## src/rtl/stream_mux_rr.sv

```systemverilog
// N-channel valid/ready stream multiplexer with a one-entry registered output.
// STREAM_MUX_RR_EN selects round-robin arbitration; otherwise fixed priority (lowest index wins).
module stream_mux_rr #(
   parameter int unsigned N_CH = 4,
   parameter int unsigned W = 4,
   localparam int unsigned SEL_W = $clog2(N_CH)
) (
   input  logic              clk,
   input  logic              rst_n,
   input  logic [N_CH-1:0]   in_valid,
   input  logic [N_CH*W-1:0] in_data,
   output logic [N_CH-1:0]   in_ready,
   input  logic [N_CH-1:0]   ch_mask,
   output logic              out_valid,
   output logic [W-1:0]      out_data,
   output logic [SEL_W-1:0]  out_sel,
   input  logic              out_ready
);

   logic [N_CH-1:0]  req;
   logic             load;
   logic             xfer;
   logic [SEL_W-1:0] gnt;
   logic [W-1:0]     gnt_data;
   logic             out_valid_q;
   logic [W-1:0]     out_data_q;
   logic [SEL_W-1:0] out_sel_q;

   assign req  = in_valid & ch_mask;
   assign load = !out_valid_q || out_ready;
   // rst_n gates the handshake so nothing is accepted while reset is held.
   assign xfer = rst_n && load && (req != '0);

`ifdef STREAM_MUX_RR_EN
   logic [SEL_W-1:0] ptr_q;

   always_comb begin
      int unsigned idx;
      logic        found;
      gnt   = '0;
      found = 1'b0;
      for (int unsigned k = 1; k <= N_CH; k++) begin
         // Explicit wrap instead of bit truncation keeps non-power-of-two counts correct.
         idx = 32'(ptr_q) + k;
         if (idx >= N_CH) idx = idx - N_CH;
         if (!found && req[idx]) begin
            gnt   = SEL_W'(idx);
            found = 1'b1;
         end
      end
   end

   always_ff @(posedge clk or negedge rst_n) begin
      if (!rst_n) begin
         ptr_q <= SEL_W'(N_CH - 1);
      end else if (xfer) begin
         ptr_q <= gnt;
      end
   end
`else
   always_comb begin
      logic found;
      gnt   = '0;
      found = 1'b0;
      for (int unsigned i = 0; i < N_CH; i++) begin
         if (!found && req[i]) begin
            gnt   = SEL_W'(i);
            found = 1'b1;
         end
      end
   end
`endif

   always_comb begin
      gnt_data = '0;
      for (int unsigned i = 0; i < N_CH; i++) begin
         if (gnt == SEL_W'(i)) gnt_data = in_data[i*W +: W];
      end
   end

   always_comb begin
      in_ready = '0;
      if (xfer) in_ready[gnt] = 1'b1;
   end

   always_ff @(posedge clk or negedge rst_n) begin
      if (!rst_n) begin
         out_valid_q <= 1'b0;
         out_data_q  <= '0;
         out_sel_q   <= '0;
      end else if (xfer) begin
         out_valid_q <= 1'b1;
         out_data_q  <= gnt_data;
         out_sel_q   <= gnt;
      end else if (out_ready) begin
         out_valid_q <= 1'b0;
      end
   end

   assign out_valid = out_valid_q;
   assign out_data  = out_data_q;
   assign out_sel   = out_sel_q;

endmodule
```

## config.mk

```make
export PLATFORM = sky130hd
export DESIGN_NAME = stream_mux_rr
export DESIGN_NICKNAME = d
export VERILOG_FILES = /design/src/rtl/stream_mux_rr.sv
export SDC_FILE = /design/constraint.sdc
export NUM_CORES = 1
export LEC_CHECK = 0
export CAP_MARGIN = 20
export CORE_AREA = 2 2 43 45
export DETAILED_ROUTE_END_ITERATION = 12
export DIE_AREA = 0 0 45 47
export PLACE_DENSITY = 0.79
export SLEW_MARGIN = 20
export SYNTH_ARGS = -nofsm -noshare
export SYNTH_HDL_FRONTEND = slang
export SYNTH_SLANG_ARGS = --single-unit
```

## constraint.sdc

```tcl
create_clock -name clk -period 1.7 [get_ports clk]
set_input_delay 0.425 -clock clk [delete_from_list [all_inputs] [get_ports clk]]
set_output_delay 0.425 -clock clk [all_outputs]
set_load 0.01 [all_outputs]
```

==> metrics.txt <==
Clock Skew 0.00396 ns; Max clock buf depth 2; largest net degree at the start of global routing 8; placed cell count 123; r2r setup slk 0.43 ns; Vias/cell 5.24; worst skew pair latency 0.25 ns; Starting Density 0.302; synthesized net count 82; Yosys top cell by area dfrtp_1; # nets final 140; final std cells w/o fill 129; Hold Buf Count CTS 0; Final setup viols 0; Yosys Warn Count 0; Critical Path AT 1.22 ns; Worst-Margin Slew 0.266 ns; die area 2120 um^2; Tot GR Track Use 0.182; H-tree depth 1; area growth from synthesis to layout 109%; worst path required time 1.27 ns; Seq/Total Area, Yosys 0.351; total wire length 1.70 mm; worst hold path type in -> async; first drt pass iteration count 3; FF+latch count, synth 7; minimum clock period after layout 1.64 ns; DIE HEIGHT 47 um; clock slew at reported path FFs 0.05 ns; Cell Area, Synth 499 um^2; Setup crit end kind output port; Gate Count Post-Synth 55; leak pwr 0.477 nW; Rows 15; CTS tree yes; grt ovf 0; routed via count 676; ratio of cells with drive above 1 in the final layout 0.366; Ant. Diodes 0; CP Launch Type input pin; number of distinct library cells after synthesis 21; routability-driven placement congestion ratio 0.784; Post-synth EDFFs 0; Async SR Flop Fraction 1.00; Post-DRT Antenna Nets 0; crit-path max FO 3; total core area 1650 um^2; global-route wire length before repair 2.70 mm; Final Util 0.631; Max VDD drop 0.260 mV; final cycle utilization of the critical path 0.967; cts bufs inserted 3; DP Wirelength 1.39 mm; max_slew headroom 0.822; FILL cells 147; Main synth FF type dfrtp_1; IO buf count 37; Power Dens Cells 645 nW/um^2; initial antenna violation count 0; Syn Area/Cell 9.08 um^2; DR iter-0 viols 2; CTS root buf clkbuf_4; clk sinks 7; Die Wd 45 um; Synth top area share 0.351; Max Slew Vio Count 0; number of remaining DRC errors 0; reg2reg path depth 5; routed length per placed instance 13.2 um; WS Path Type in -> out; Max-Cap Viols 0; ranking of synthesized cells by area dfrtp_1 35%, a221o_1 8.0%, a311oi_1 7.0%; final hold vios 0; number of global-route vias before repair 647; IO Pins 38; setup repair after global routing missed its margin no; status completed; Hold WS 0.340 ns; f_max 609 MHz
critical path: stages:
cell and delay, ns:
dlygate4sd2_1 0.26, nand2_2 0.11, nand2_2 0.08, nor3_4 0.19
buf_2 0.15
per-layer routing:
metal,vias up,track usage,routed length [um]
li1,333,-,-
met1,305,0.195,661
met2,32,0.329,827
met3,6,0.0269,146
met4,0,0.124,68
met5,-,0,0
cells in the mapped netlist (2+ instances only):
cell,n
nand4_1,4
a21oi_1,5
o21ai_0,4
a221o_1,4
nor2_1,3
nand2_1,8
nand3_1,2
and2_1,3
dfrtp_1,7
a311oi_1,4
per-stage QoR:
stage               worst slack [ns]  instance area, um^2  setup TNS, ns  power [mW]
floorplan                      0.161                  499              0       0.325
global placement              -0.677                  995          -3.40       0.504
detailed placement            -0.689                  995          -3.56       0.511
CTS                          0.00674                 1040              0       0.674
global route                  0.0104                 1040              0       0.707
finish                        0.0569                 1040              0       0.672
layout make-up:
class | instances | area [um^2] | area share
Clock buffer | 4 | 26.3 | 0.0252
Inverter | 1 | 3.75 | 0.00360
Multi-Input combinational cell | 45 | 342 | 0.328
Sequential cell | 7 | 175 | 0.168
Tap cell | 17 | 21.3 | 0.0204
Timing Repair Buffer | 55 | 474 | 0.455
cells by family (layout without fill, tap and decap cells):
group	Yosys count	after routing	share of synthesized area
AOI/OAI and AO/OA	22	22	0.361
buffers and inverters	3	60	0.0401
DFF	7	7	0.351
and+or+nand+nor	23	23	0.248
what timing repair did:
action,4_1_cts,5_1_grt
gates resized for setup,46,4
endpoints found under the setup margin,4,2
pin swaps,5,3
setup buffers,1,1
power breakdown:
part           switching, mW  internal [mW]
clock                 0.0620         0.0896
sequential            0.0211          0.200
combinational          0.116          0.184
total                  0.199          0.474
sequential cells by signal, summed over array words and instances, names as in the netlist:
name,flops
out_data,4
out_sel,2
out_valid,1
placed cells by master (no fill, tap or decap), types with 3 or more instances in the layout:
cell and count:
a21oi_1 5, buf_4 17, a311oi_1 4, dfrtp_1 7
o21ai_0 4, buf_2 6, a221o_1 4, dlygate4sd2_1 6
clkdlybuf4s50_1 23, nand2_1 5, clkbuf_4 3, nand4_1 4
path summary, 6_finish.rpt:
kind / endpoint / startpoint
max in group asynchronous: out_data[3]$_DFFE_PN0P_ / rst_n
setup reg to reg: out_data[2]$_DFFE_PN0P_ / out_valid$_DFFE_PN0P_
setup / recovery: in_ready[3] / ch_mask[2]
min in group clk: out_data[0]$_DFFE_PN0P_ / out_data[0]$_DFFE_PN0P_
hold reg to reg: out_data[0]$_DFFE_PN0P_ / out_data[0]$_DFFE_PN0P_
hold / removal: out_sel[1]$_DFFE_PN0P_ / rst_n
Power figures use the tool's default switching activity.
